<file path="src/rtl/pipeline_pkg.sv">
// Purpose: shared types and defaults for the pipeline hazard controller.
// Latency: n/a (declarations only).
// Backpressure: n/a.
package pipeline_pkg;

    // Controller FSM encoding; the debug unit reads it through o_state.
    typedef enum logic [1:0] {
        RUN    = 2'd0,
        DRAIN  = 2'd1,
        HALTED = 2'd2
    } state_e;

    localparam int DRAIN_CYCLES_DEF = 3;
    localparam int CNT_W_DEF        = 16;

endpackage

</file>
<file path="src/rtl/pipeline_hazard_ctrl_if.sv">
// Purpose: bundle of hazard inputs and pipeline control outputs for the hazard controller.
// Latency: n/a (wires only).
// Backpressure: n/a; the controller itself gates the pipeline.
// Ports: master = pipeline/datapath side (drives hazard info, receives enables),
//        slave  = hazard controller.
interface pipeline_hazard_ctrl_if #(
    parameter int CNT_W = 16
);
    logic             i_ID_EX_mem_read;
    logic [4:0]       i_ID_EX_rd;
    logic [4:0]       i_IF_ID_rs1;
    logic [4:0]       i_IF_ID_rs2;
    logic             i_IF_ID_uses_rs1;
    logic             i_IF_ID_uses_rs2;
    logic             i_EX_branch_taken;
    logic             i_halt_decoded;
    logic             i_step_mode;
    logic             i_step;

    logic             o_pc_write;
    logic             o_IF_ID_write;
    logic             o_IF_ID_flush;
    logic             o_ID_EX_bubble;
    logic             o_pipe_en;
    logic             o_halted;
    logic [1:0]       o_state;
    logic [CNT_W-1:0] o_stall_count;

    modport master (
        output i_ID_EX_mem_read, i_ID_EX_rd, i_IF_ID_rs1, i_IF_ID_rs2,
               i_IF_ID_uses_rs1, i_IF_ID_uses_rs2, i_EX_branch_taken,
               i_halt_decoded, i_step_mode, i_step,
        input  o_pc_write, o_IF_ID_write, o_IF_ID_flush, o_ID_EX_bubble,
               o_pipe_en, o_halted, o_state, o_stall_count
    );

    modport slave (
        input  i_ID_EX_mem_read, i_ID_EX_rd, i_IF_ID_rs1, i_IF_ID_rs2,
               i_IF_ID_uses_rs1, i_IF_ID_uses_rs2, i_EX_branch_taken,
               i_halt_decoded, i_step_mode, i_step,
        output o_pc_write, o_IF_ID_write, o_IF_ID_flush, o_ID_EX_bubble,
               o_pipe_en, o_halted, o_state, o_stall_count
    );
endinterface

</file>
<file path="src/rtl/sat_counter.sv">
// Purpose: width-parameterised up-counter that sticks at all-ones.
// Latency: count updates one clock after inc; clr wins over inc.
// Backpressure: none; inc is ignored once saturated.
// Ports: clk, clr (synchronous clear), inc (increment enable), count.
module sat_counter #(
    parameter int W = 16
) (
    input  logic         clk,
    input  logic         clr,
    input  logic         inc,
    output logic [W-1:0] count
);

    always_ff @(posedge clk) begin
        if (clr) begin
            count <= '0;
        end else if (inc && (count != '1)) begin
            count <= count + W'(1);
        end
    end

endmodule

</file>
<file path="src/rtl/pipeline_hazard_ctrl.sv">
// Purpose: stall/flush/halt/single-step controller for the 5-stage pipeline.
// Latency: enables are combinational from state + inputs (same-cycle stall); state/counter update on clock.
// Backpressure: freezes the whole pipeline when step mode is on without a step pulse, or once halted.
// Ports: i_clk, i_reset (sync, active-high), hz (slave side of pipeline_hazard_ctrl_if).
module pipeline_hazard_ctrl
    import pipeline_pkg::*;
#(
    parameter int DRAIN_CYCLES = DRAIN_CYCLES_DEF,
    parameter int CNT_W        = CNT_W_DEF
) (
    input  logic                   i_clk,
    input  logic                   i_reset,
    pipeline_hazard_ctrl_if.slave  hz
);

    localparam int DW = $clog2(DRAIN_CYCLES + 1);

    state_e           state;
    logic [DW-1:0]    drain_cnt;
    logic             advance;
    logic             load_use;
    logic             stall_inc;
    logic [CNT_W-1:0] stall_cnt;

    assign advance  = !hz.i_step_mode || hz.i_step;

    // x0 is never a real producer, so a load to x0 cannot create a hazard.
    assign load_use = hz.i_ID_EX_mem_read && (hz.i_ID_EX_rd != 5'd0) &&
                      ((hz.i_IF_ID_uses_rs1 && (hz.i_ID_EX_rd == hz.i_IF_ID_rs1)) ||
                       (hz.i_IF_ID_uses_rs2 && (hz.i_ID_EX_rd == hz.i_IF_ID_rs2)));

    always_ff @(posedge i_clk) begin
        if (i_reset) begin
            state     <= RUN;
            drain_cnt <= '0;
        end else if (advance) begin
            case (state)
                RUN: begin
                    // A taken branch squashes the HALT sitting in ID.
                    if (!hz.i_EX_branch_taken && hz.i_halt_decoded) begin
                        state     <= DRAIN;
                        drain_cnt <= DW'(DRAIN_CYCLES);
                    end
                end
                DRAIN: begin
                    drain_cnt <= drain_cnt - DW'(1);
                    if (drain_cnt == DW'(1)) begin
                        state <= HALTED;
                    end
                end
                HALTED: begin
                    state <= HALTED;
                end
                default: begin
                    state <= RUN;
                end
            endcase
        end
    end

    always_comb begin
        hz.o_pc_write     = 1'b0;
        hz.o_IF_ID_write  = 1'b0;
        hz.o_IF_ID_flush  = 1'b0;
        hz.o_ID_EX_bubble = 1'b0;
        hz.o_pipe_en      = 1'b0;
        if (!i_reset && advance) begin
            case (state)
                RUN: begin
                    hz.o_pipe_en = 1'b1;
                    if (hz.i_EX_branch_taken) begin
                        // IF/ID is written so that the flush NOP actually lands.
                        hz.o_pc_write     = 1'b1;
                        hz.o_IF_ID_write  = 1'b1;
                        hz.o_IF_ID_flush  = 1'b1;
                        hz.o_ID_EX_bubble = 1'b1;
                    end else if (hz.i_halt_decoded || load_use) begin
                        hz.o_ID_EX_bubble = 1'b1;
                    end else begin
                        hz.o_pc_write    = 1'b1;
                        hz.o_IF_ID_write = 1'b1;
                    end
                end
                DRAIN: begin
                    hz.o_pipe_en      = 1'b1;
                    hz.o_ID_EX_bubble = 1'b1;
                end
                default: begin
                end
            endcase
        end
    end

    // Only genuine load-use stalls count; branch and halt win over them.
    assign stall_inc = !i_reset && advance && (state == RUN) &&
                       !hz.i_EX_branch_taken && !hz.i_halt_decoded && load_use;

    sat_counter #(.W(CNT_W)) u_stall_cnt (
        .clk   (i_clk),
        .clr   (i_reset),
        .inc   (stall_inc),
        .count (stall_cnt)
    );

    // Observable outputs read as zero for the whole reset window, not just after the edge.
    assign hz.o_stall_count = i_reset ? '0 : stall_cnt;
    assign hz.o_halted      = !i_reset && (state == HALTED);
    assign hz.o_state       = i_reset ? 2'd0 : state;

endmodule

</file>
<file path="src/flat_wrapper.sv">
// flat-port wrapper written by rule: the top's interface ports become plain ports
module pipeline_hazard_ctrl_flat import pipeline_pkg::*;
#(
    parameter int DRAIN_CYCLES = DRAIN_CYCLES_DEF,
    parameter int CNT_W        = CNT_W_DEF
)
  (i_clk, i_reset, hz_i_ID_EX_mem_read, hz_i_ID_EX_rd, hz_i_IF_ID_rs1, hz_i_IF_ID_rs2, hz_i_IF_ID_uses_rs1, hz_i_IF_ID_uses_rs2, hz_i_EX_branch_taken, hz_i_halt_decoded, hz_i_step_mode, hz_i_step, hz_o_pc_write, hz_o_IF_ID_write, hz_o_IF_ID_flush, hz_o_ID_EX_bubble, hz_o_pipe_en, hz_o_halted, hz_o_state, hz_o_stall_count);
  pipeline_hazard_ctrl_if #(.CNT_W(CNT_W)) hz_i ();
  input  logic i_clk;
  input  logic i_reset;
  input wire logic [$bits(hz_i.i_ID_EX_mem_read)-1:0] hz_i_ID_EX_mem_read;
  input wire logic [$bits(hz_i.i_ID_EX_rd)-1:0] hz_i_ID_EX_rd;
  input wire logic [$bits(hz_i.i_IF_ID_rs1)-1:0] hz_i_IF_ID_rs1;
  input wire logic [$bits(hz_i.i_IF_ID_rs2)-1:0] hz_i_IF_ID_rs2;
  input wire logic [$bits(hz_i.i_IF_ID_uses_rs1)-1:0] hz_i_IF_ID_uses_rs1;
  input wire logic [$bits(hz_i.i_IF_ID_uses_rs2)-1:0] hz_i_IF_ID_uses_rs2;
  input wire logic [$bits(hz_i.i_EX_branch_taken)-1:0] hz_i_EX_branch_taken;
  input wire logic [$bits(hz_i.i_halt_decoded)-1:0] hz_i_halt_decoded;
  input wire logic [$bits(hz_i.i_step_mode)-1:0] hz_i_step_mode;
  input wire logic [$bits(hz_i.i_step)-1:0] hz_i_step;
  output wire logic [$bits(hz_i.o_pc_write)-1:0] hz_o_pc_write;
  output wire logic [$bits(hz_i.o_IF_ID_write)-1:0] hz_o_IF_ID_write;
  output wire logic [$bits(hz_i.o_IF_ID_flush)-1:0] hz_o_IF_ID_flush;
  output wire logic [$bits(hz_i.o_ID_EX_bubble)-1:0] hz_o_ID_EX_bubble;
  output wire logic [$bits(hz_i.o_pipe_en)-1:0] hz_o_pipe_en;
  output wire logic [$bits(hz_i.o_halted)-1:0] hz_o_halted;
  output wire logic [$bits(hz_i.o_state)-1:0] hz_o_state;
  output wire logic [$bits(hz_i.o_stall_count)-1:0] hz_o_stall_count;
  assign hz_i.i_ID_EX_mem_read = hz_i_ID_EX_mem_read;
  assign hz_i.i_ID_EX_rd = hz_i_ID_EX_rd;
  assign hz_i.i_IF_ID_rs1 = hz_i_IF_ID_rs1;
  assign hz_i.i_IF_ID_rs2 = hz_i_IF_ID_rs2;
  assign hz_i.i_IF_ID_uses_rs1 = hz_i_IF_ID_uses_rs1;
  assign hz_i.i_IF_ID_uses_rs2 = hz_i_IF_ID_uses_rs2;
  assign hz_i.i_EX_branch_taken = hz_i_EX_branch_taken;
  assign hz_i.i_halt_decoded = hz_i_halt_decoded;
  assign hz_i.i_step_mode = hz_i_step_mode;
  assign hz_i.i_step = hz_i_step;
  assign hz_o_pc_write = hz_i.o_pc_write;
  assign hz_o_IF_ID_write = hz_i.o_IF_ID_write;
  assign hz_o_IF_ID_flush = hz_i.o_IF_ID_flush;
  assign hz_o_ID_EX_bubble = hz_i.o_ID_EX_bubble;
  assign hz_o_pipe_en = hz_i.o_pipe_en;
  assign hz_o_halted = hz_i.o_halted;
  assign hz_o_state = hz_i.o_state;
  assign hz_o_stall_count = hz_i.o_stall_count;
  pipeline_hazard_ctrl #(.DRAIN_CYCLES(DRAIN_CYCLES), .CNT_W(CNT_W)) u_core (.i_clk(i_clk), .i_reset(i_reset), .hz(hz_i));
endmodule
</file>
<file path="config.mk">
export PLATFORM = sky130hd
export DESIGN_NAME = pipeline_hazard_ctrl_flat
export DESIGN_NICKNAME = d
export VERILOG_FILES = /design/src/rtl/pipeline_pkg.sv /design/src/rtl/pipeline_hazard_ctrl_if.sv /design/src/rtl/sat_counter.sv /design/src/rtl/pipeline_hazard_ctrl.sv /design/src/flat_wrapper.sv
export SDC_FILE = /design/constraint.sdc
export NUM_CORES = 1
export LEC_CHECK = 0
export CORE_ASPECT_RATIO = 0.8
export CORE_UTILIZATION = 54
export CTS_CLUSTER_DIAMETER = 60
export CTS_CLUSTER_SIZE = 30
export DETAILED_ROUTE_END_ITERATION = 6
export DONT_BUFFER_PORTS = 1
export HOLD_SLACK_MARGIN = 0.05
export PLACE_DENSITY = 0.72
export SYNTH_ARGS = -nofsm -noshare
export SYNTH_HDL_FRONTEND = slang
export SYNTH_SLANG_ARGS = --single-unit
</file>
<file path="constraint.sdc">
create_clock -name i_clk -period 2.15 [get_ports i_clk]
set_clock_uncertainty 0.2 [all_clocks]
set_input_delay 0.43 -clock i_clk [delete_from_list [all_inputs] [get_ports i_clk]]
set_output_delay 0.43 -clock i_clk [all_outputs]
set_load 0.02 [all_outputs]
</file>
==> results of run 1 <==
report_power, final:
group	total [mW]	switching (mW)	internal, mW
Clock	0.318	0.129	0.189
Combinational	0.373	0.183	0.190
Sequential	0.404	0.0125	0.391
Total	1.09	0.324	0.770
layer usage:
layer / global-route usage (%) / routed length, um
met1: 31.6 / 1610
met2: 41.1 / 1800
met3: 7.16 / 178
met4: 5.71 / 28
met5: 0 / 0
worst paths after layout:
path / end / cells past startpoint
max: hz_o_ID_EX_bubble / 4
min: u_core.u_stall_cnt.count[14] / 2
max reg2reg: u_core.u_stall_cnt.count[1] / 7
min reg2reg: u_core.drain_cnt[0] / 1
registers in the layout, summed over array words and instances (netlist names):
| signal | flops |
|---|---|
| u_core.state | 2 |
| u_core.drain_cnt | 2 |
| u_core.u_stall_cnt.count | 16 |
cell usage after synthesis, drive strengths merged, types with 2 or more instances:
| cell type | number | area [um^2] |
|---|---|---|
| o21ai | 4 | 20.0 |
| xnor2 | 10 | 87.6 |
| o22ai | 2 | 18.8 |
| mux2i | 3 | 30.0 |
| inv | 6 | 22.5 |
| nor2 | 26 | 100 |
| clkbuf | 3 | 11.3 |
| buf | 3 | 31.3 |
| nor4 | 2 | 12.5 |
| nand4 | 8 | 50.1 |
| ha | 5 | 62.6 |
| nor2b | 19 | 119 |
| and2 | 3 | 18.8 |
| xor2 | 5 | 43.8 |
| and3 | 2 | 12.5 |
| mux2 | 4 | 56.3 |
| nand2 | 11 | 43.8 |
| dfxtp | 20 | 400 |
| a21oi | 5 | 25.0 |
| or4 | 5 | 37.5 |
| nor3 | 3 | 25.0 |
| o31ai | 3 | 22.5 |
| nand3 | 5 | 37.5 |
stage by stage:
stage / util [%] / TNS (ps) / power [mW]
floorplan: - / -136 / 0.603
global placement: 64.5 / -101 / 0.654
detailed placement: 64.5 / -228 / 0.667
CTS: 70.4 / -72.0 / 1.04
global route: 76.9 / -180 / 1.14
finish: 76.9 / -81.9 / 1.09
cells by family after synthesis:
family / count (synthesis)
xor gates and xnor gates: 15
buffers and inverters: 12
AOI/OAI and AO/OA: 19
DFF: 20
and+or+nand+nor: 90
muxes: 7
adders and majority gates: 5
cells in the final DEF (no fill, tap or decap), drive strengths merged, types with 3 or more instances in the layout:
master / n
nor2b: 19
dfxtp: 20
inv: 6
and2: 3
buf: 34
xnor2: 10
mux2: 4
or4: 5
xor2: 5
nand4: 8
nand3: 6
clkbuf: 3
nor2: 26
a21oi: 5
nand2: 11
nor3: 3
o21ai: 4
mux2i: 3
ha: 5
o31ai: 3
final cells by class:
| cell class | count | share of cell area [%] |
|---|---|---|
| clock buffer | 3 | 1.20 |
| sequential | 20 | 21.9 |
| clock inverter | 1 | 1.60 |
| tap | 36 | 2.40 |
| inverter | 6 | 1.20 |
| multi-input combinational | 137 | 57.0 |
| timing repair buffer | 35 | 14.7 |
repair_timing:
action	in CTS	in global routing
setup buffers	5	7
cloned	0	1
gates resized for setup	12	23
hold buffers	1	0
endpoints found under the setup margin	7	13
hold endpoints to repair	14	0
pin swaps	5	9
==> impl_metrics.csv, run 1 <==
group,metric,value,unit
floorplan,core-area,2440,um^2
routing,drc_errors,0,
global_route,grt_pass1_wl,5.13,mm
global_route,grt-ovfl-total,0,
critical_path,path_buf_inv,0,
routing,firstDrtPassIters,5,
global_route,grt_use_total,24.5,%
logic_synthesis,synth-simple-area-share,36.8,%
routing,wl_per_cell,15.2,um
floorplan,die_h,47.3,um
clock_tree,cts_tree,"built",
floorplan,die_x,58.7,um
floorplan,start_util,56.8,%
critical_path,crit-reg2reg-launch,"u_core.u_stall_cnt.count[3]",
critical_path,max_stage_delay,530,ps
logic_synthesis,synth.avg_cell_area,8.25,um^2
timing,holdWs,71.6,ps
logic_synthesis,synth_mux_area_share,6.23,%
logic_synthesis,synthArstFlopShare,0,%
placed_design,placed_area,1580,um^2
logic_synthesis,synth_area,1390,um^2
critical_path,critPathMaxFanout,3,
timing,relSlewSlack,60.7,%
cells_and_area,syn2layout_area_growth,35.5,%
floorplan,num_io_pins,48,
logic_synthesis,synth_top_family_by_area,"simple AND/OR/NAND/NOR gates",
global_route,antenna_found_initial,0,
min_path,hold_path.startpoint,"i_reset",
logic_synthesis,synth_edf_count,0,
placed_design,port_buffers,0,
cells_and_area,multi_input_area,1070,um^2
global_route,grt_pass1_vias,1197,
critical_path,startpoint,"hz_i_ID_EX_rd[0]",
logic_synthesis,ys_warn_count,0,
clock_tree,clk_latency,320,ps
timing,max_freq,0.448,GHz
critical_path,r2r_setup_slack,40,ps
clock_tree,path_clk_slew,120,ps
logic_synthesis,ys_ff_latch,20,
floorplan,placementRows,16,
logic_synthesis,synth_fa_ha_area_share,4.51,%
cells_and_area,fillCellCount,175,
logic_synthesis,syn_inst,168,
routing,totalWireLength,3.61,mm
timing,report.final.setup_viol,1,
cells_and_area,num-nets-final,232,
timing,rsz0062_at_grt,"true",
timing,layout_min_cycle_time,2230,ps
timing,slew_viol_final,0,
global_route,grt_max_degree,30,
logic_synthesis,synth_compound_area_share,9.39,%
clock_tree,cts_buffers,3,
floorplan,die_area,2780,um^2
pwr,p_per_area,583,nW/um^2
timing,period_share,104,%
placed_design,place_inst,220,
placed_design,gp_congestion,0.786,
clock_tree,cts_root_buf,"clkbuf_4",
pwr,p_leak,0.715,nW
timing,worst_pin_slew,588,ps
critical_path,path_delay_family,"simple AND/OR/NAND/NOR gates",
status,violations,"setup timing",
cells_and_area,final_cells,238,
timing,hold_viol,0,
cells_and_area,drive_above_1_share,39.1,%
logic_synthesis,synth.distinct_cells,43,
critical_path,worstSetupPathType,"in2out",
logic_synthesis,synthXorXnorAreaFrac,9.48,%
logic_synthesis,syn_nets,197,
min_path,hold_path_class,"in2reg",
cells_and_area,num_antenna_cells,0,
critical_path,crit_chain,"or4_4, o21ai_4, nor2b_4, o41a_1",
routing,ant_nets,0,
critical_path,cp.required,1520,ps
clock_tree,clockBufferDepth,2,
critical_path,crit_slowest_cell,"or4_4",
routing,via_per_inst,5.76,
logic_synthesis,yosysSeqAreaShare,28.9,%
routing,vias,1371,
logic_synthesis,synthFlopType,"dfxtp_1",
placed_design,hpwlAfterDp,2.28,mm
placed_design,pre_cts_ws,-73.3,ps
cells_and_area,seq_area,410,um^2
clock_tree,clkSinkCount,20,
pwr,ir_worst_vdd,0.460,mV
timing,finalWorstSetupSlack,-81.9,ps
flow_run,max_cap_violations,0,
status,status,"finished, violations left",
clock_tree,cts.htree.levels,1,
cells_and_area,fin_area,1880,um^2
routing,drt_iter0_markers,68,
critical_path,end_kind,"output port",
critical_path,startpoint_type,"input pin",
critical_path,critPathArrivalTime,1600,ps
No activity file was read; power rests on OpenSTA's default activity.
==> run 2: changes to the inputs <==
Settings changed: CORE_UTILIZATION 54 to 50, PLACE_DENSITY 0.72 to 0.68.
==> run 2 against run 1 <==
Against the previous run:
- the flow still finishes with violations (setup timing)
- largest cell class unchanged
- sequential share of layout area increased by 1.2 points
- wire length decreased by 5.1%
- clock power about the same
- count of clock-buffer cells in the layout unchanged
- register-to-register slack about the same
- non-clock buffer count decreased by 6
==> impl_metrics.csv, run 2 (same netlist as run 1, synthesis figures left out) <==
group,metric,value,unit
timing,worst_pin_slew,576,ps
pwr,p_per_area,577,nW/um^2
critical_path,worstSetupPathType,"in2out",
cells_and_area,reg_top3,"u_core.u_stall_cnt.count (16), u_core.drain_cnt (2), u_core.state (2)",
cells_and_area,final_cell_mix,"buf_4 (26), nor2_1 (22), nor2b_1 (18)",
global_route,grt_pass1_wl,5.25,mm
clock_tree,clockBufferDepth,2,
timing,holdWs,80.4,ps
min_path,hold_path.startpoint,"i_reset",
pwr,ir_worst_vdd,0.372,mV
placed_design,placed_area,1540,um^2
timing,hold_viol,0,
floorplan,die_h,49.1,um
critical_path,path_buf_inv,0,
global_route,grt_use_total,22.9,%
timing,report.final.setup_viol,3,
status,violations,"setup timing",
routing,drc_errors,0,
min_path,whs_endpoint,"u_core.u_stall_cnt.count[14]",
critical_path,cp.required,1520,ps
clock_tree,path_clk_slew,110,ps
critical_path,crit-reg2reg-launch,"u_core.state[1]",
cells_and_area,fin_util,70.6,%
clock_tree,cts_root_buf,"clkbuf_4",
routing,drt_iter0_markers,74,
routing,vias,1322,
routing,wl_per_cell,14.8,um
min_path,hold_path_class,"in2reg",
critical_path,path_delay_family,"simple AND/OR/NAND/NOR gates",
floorplan,die_area,2990,um^2
placed_design,hpwlAfterDp,2.21,mm
cells_and_area,largest_reg_flops,16,
cells_and_area,regMostFlops,"u_core.u_stall_cnt.count",
critical_path,r2r-end,"u_core.u_stall_cnt.count[8]",
timing,max_freq,0.451,GHz
routing,totalWireLength,3.43,mm
placed_design,port_buffers,0,
critical_path,startpoint_type,"input pin",
timing,finalWorstSetupSlack,-65.9,ps
global_route,grt_max_degree,30,
flow_run,max_cap_violations,0,
routing,via_per_inst,5.70,
clock_tree,cts_tree,"built",
cells_and_area,fin_area,1790,um^2
clock_tree,clkSinkCount,20,
floorplan,num_io_pins,48,
floorplan,start_util,54.5,%
status,status,"finished, violations left",
timing,slew_viol_final,0,
floorplan,placementRows,16,
critical_path,worst-path-stages,4,
cells_and_area,syn2layout_area_growth,29.4,%
min_path,worst_hold_path.num_cells,2,
floorplan,die_x,60.9,um
cells_and_area,final_common_cell,"buf_4",
critical_path,end_kind,"output port",
critical_path,crit_chain,"or4_4, o21ai_4, nor2b_2, o41a_1",
global_route,grt-ovfl-total,0,
critical_path,max_stage_delay,530,ps
cells_and_area,fillCellCount,187,
cells_and_area,drive_above_1_share,34.2,%
pwr,finalPower,1.04,mW
critical_path,critPathMaxFanout,3,
timing,layout_min_cycle_time,2220,ps
placed_design,gp_congestion,0.768,
routing,firstDrtPassIters,4,
pwr,p_leak,0.656,nW
floorplan,core-area,2540,um^2
routing,ant_nets,0,
global_route,antenna_found_initial,0,
global_route,grt_pass1_vias,1192,
critical_path,critPathArrivalTime,1590,ps
cells_and_area,seq_area,413,um^2
critical_path,crit_slowest_cell,"or4_4",
critical_path,worst_r2r_path_depth,8,
cells_and_area,num_antenna_cells,0,
clock_tree,cts_buffers,3,
timing,period_share,103,%
critical_path,r2r_setup_slack,40,ps
clock_tree,cts.htree.levels,1,
cells_and_area,num-nets-final,226,
timing,rsz0062_at_grt,"true",
clock_tree,clk_latency,320,ps
cells_and_area,multi_input_area,1030,um^2
timing,relSlewSlack,61.5,%
==> run 2: changes by cell type in the layout (fill, tap and decap cells not counted), sizes merged <==
cell,change
buf,-6
==> run 2: worst max path at each step <==
stage	start	to	slack [ps]
after floorplan	hz_i_ID_EX_rd[0]	hz_o_pc_write	-80
after global placement	hz_i_ID_EX_rd[0]	hz_o_ID_EX_bubble	-70
after detailed placement	hz_i_ID_EX_rd[0]	hz_o_ID_EX_bubble	-90
after CTS	hz_i_ID_EX_rd[0]	hz_o_ID_EX_bubble	-60
after global routing	hz_i_ID_EX_rd[0]	hz_o_ID_EX_bubble	-100
final	hz_i_ID_EX_rd[0]	hz_o_ID_EX_bubble	-70
==> run 2: per-layer routing <==
| layer | global-route usage [%] | wire length (um) | vias to the layer above |
|---|---|---|---|
| met2 | 39.7 | 1720 | 41 |
| met4 | 4.17 | 28 | 0 |
| li1 | - | - | 647 |
| met5 | 0 | 0 | - |
| met3 | 5.84 | 158 | 4 |
| met1 | 28.4 | 1530 | 630 |
==> run 2: cell type report <==
cell class	count	share of cell area, %
Clock buffer	3	1.26
Timing Repair Buffer	29	12.7
Tap cell	36	2.51
Clock inverter	1	1.67
Multi-Input combinational cell	137	57.3
Sequential cell	20	23.0
Inverter	6	1.53
==> run 2: where the power goes <==
| group | internal (mW) | switching (mW) |
|---|---|---|
| logic | 0.147 | 0.158 |
| clock network | 0.189 | 0.127 |
| registers | 0.394 | 0.0213 |
| total | 0.729 | 0.306 |
==> run 2: worst reg2reg max path: stages (launching register included) <==
cell	delay, ps
dfxtp_2	360
inv_4	80
ha_4	140
nand4b_1	210
nor2_4	210
nand3_2	150
buf_4	160
or4_1	390
a21oi_1	160
==> run 2: repair_timing <==
action,in CTS,in global routing
setup endpoints to repair,6,19
hold buffers,1,0
setup buffers,4,7
pin swaps,3,6
cloned,0,1
hold endpoints to repair,14,0
resized for setup,11,18
==> run 2: metrics by stage <==
stage          worst slack (ps)  std cells  setup TNS (ps)
3_5_place_dp              -94.9        215            -287
6_report                  -65.9        232           -90.3
4_1_cts                   -58.5        224           -74.0
5_1_grt                   -97.3        232            -335
3_3_place_gp              -65.9        215           -73.0
2_1_floorplan             -79.2        168            -136
==> RTL change: new RTL, config.mk and constraints of run 1 <==
Set the package constant `DRAIN_CYCLES_DEF` to 6 (it was 3).
--- a/src/rtl/pipeline_pkg.sv
+++ b/src/rtl/pipeline_pkg.sv
@@ -10,7 +10,7 @@
         HALTED = 2'd2
     } state_e;
 
-    localparam int DRAIN_CYCLES_DEF = 3;
+    localparam int DRAIN_CYCLES_DEF = 6;
     localparam int CNT_W_DEF        = 16;
 
 endpackage
Behaviour: not the same (Yosys sat finds a counterexample within 10 cycles, from zero or initial values and one cycle with i_reset high).
==> RTL change against run 1 <==
- the run still ends with setup timing left
- wire length shrank 1.9%
- sequential cell count grew 1
- synthesized cell count increased by 4.8%
- cell area rose by 4.5%
- total power decreased by 7.7%
- first-iteration DRC count rose by 49%
- synthesized area increased by 6.7%
- worst setup slack worse by 0.041 ns
- largest cell class unchanged
==> RTL change: results (changes against run 1) <==
[setup_path]
cp_top_family=compound AO/OA/AOI/OAI gates
cp.arrival_ns=1.64  ; +0.04 ns

[pwr]
leakagePower_nw=0.732  ; +2.4%
max-vdd-ir-drop_mv=0.421  ; -8.5%

[synthesis]
netlist_instances=176  ; +4.8%
syn_nets=206  ; +4.6%
synth_compound_area_share_pct=6.94  ; -2.4 points
muxShareOfSynthArea_pct=12.8  ; +6.5 points
yosys.area_share.adder_pct=5.08  ; +0.56 points
synth.area.top_cells=dfxtp_1 28%, mux2_2 11%, nor2b_1 7.2%
ys_types=41  ; -4.7%
synth_xor_area_share_pct=5.92  ; -3.6 points
seq_area_frac_synth_pct=28.4  ; -0.45 points
async_flop_share_pct=0  ; unchanged
synth_commonest_cells=26 x nor2_1, 21 x dfxtp_1, 17 x nor2b_1

[final_layout]
multi_input_gates=144  ; +5.1%
reg_top3=u_core.u_stall_cnt.count: 16 flops, u_core.drain_cnt: 3 flops, u_core.state: 2 flops
nNonClkBuffers=33  ; -5.7%
multi_input_area_mm2=0.00119  ; +11%
layout-drive-gt1-share_pct=40.6  ; +1.5 points
fin_cells=243  ; +2.1%
nClkBuffers=4  ; +1
synthToLayoutAreaGrowth_pct=32.7
inv_count=5  ; -1
final-nonclk-buf-share_pct=13.1  ; -1.6 points
regArea_um2=423  ; +3.0%
clkCellAreaFrac_pct=1.34  ; -1.5 points
nFillCells=185  ; +5.7%
seq_cells=21  ; +5.0%

[placed_design]
place_area_mm2=0.00174  ; +11%
place_ws_ns=-0.214  ; -0.141 ns
routabilityCongestion=0.793  ; +0.84%
place_hpwl_um=2670  ; +17%
dp_cells=228  ; +3.6%

[routing]
met2WireLength_um=1760  ; -2.1%
drt_iter0_drc=101  ; +49%
met1_length_um=1520  ; -5.7%
wl_met3_um=226  ; +27%
wl_um=3540  ; -1.9%
routed.top_layer=met4
via_count=1410  ; +2.8%
dr.pass1.iters=4  ; -1

[global_routing]
use_met3_pct=7.16  ; about the same
met1_usage_pct=29.4  ; -2.2 points
grt_max_degree=36  ; +20%
met2_usage_pct=40.1  ; -1.0 points
grt_pass1_wl_um=5470  ; +6.7%
grt_pass1_vias=1293  ; +8.0%
grt_usage_pct=24.0  ; -0.51 points

[sta]
setup_violations=5  ; +4
fin_ws_ns=-0.123  ; -0.0412 ns
max-slew-margin-rel_pct=68.2  ; +7.5 points
finalSetupTns_ns=-0.437  ; -0.355 ns

[outcome]
status=complete, but fails checks
violations=setup timing

[cts]
cts_setup_buffers=3  ; -2
cts_resized=9  ; -3

RTL change: cell types whose count changed after synthesis, moves of 3 or more:
cell / change
a21oi_1: -3
mux2_2: +14
mux2_4: -3
nand2_1: -3
nor3_1: +8
xnor2_1: -8
xor2_1: +3
RTL change: worst paths after layout:
| check | startpoint | endpoint | slack [ns] | depth (start not counted) |
|---|---|---|---|---|
| setup / recovery | hz_i_ID_EX_rd[0] | hz_o_ID_EX_bubble | -0.12 | 4 |
| hold / removal | i_reset | u_core.u_stall_cnt.count[2] | 0.15 | 2 |
| setup reg to reg | u_core.state[0] | u_core.u_stall_cnt.count[15] | -0.07 | 7 |
| hold reg to reg | u_core.drain_cnt[1] | u_core.drain_cnt[1] | 0.31 | 2 |
RTL change: power by group:
group,internal (mW),total (mW),switching (mW)
combinational,0.200,0.390,0.190
clock,0.0724,0.195,0.122
sequential,0.412,0.425,0.0139
total,0.684,1.01,0.326
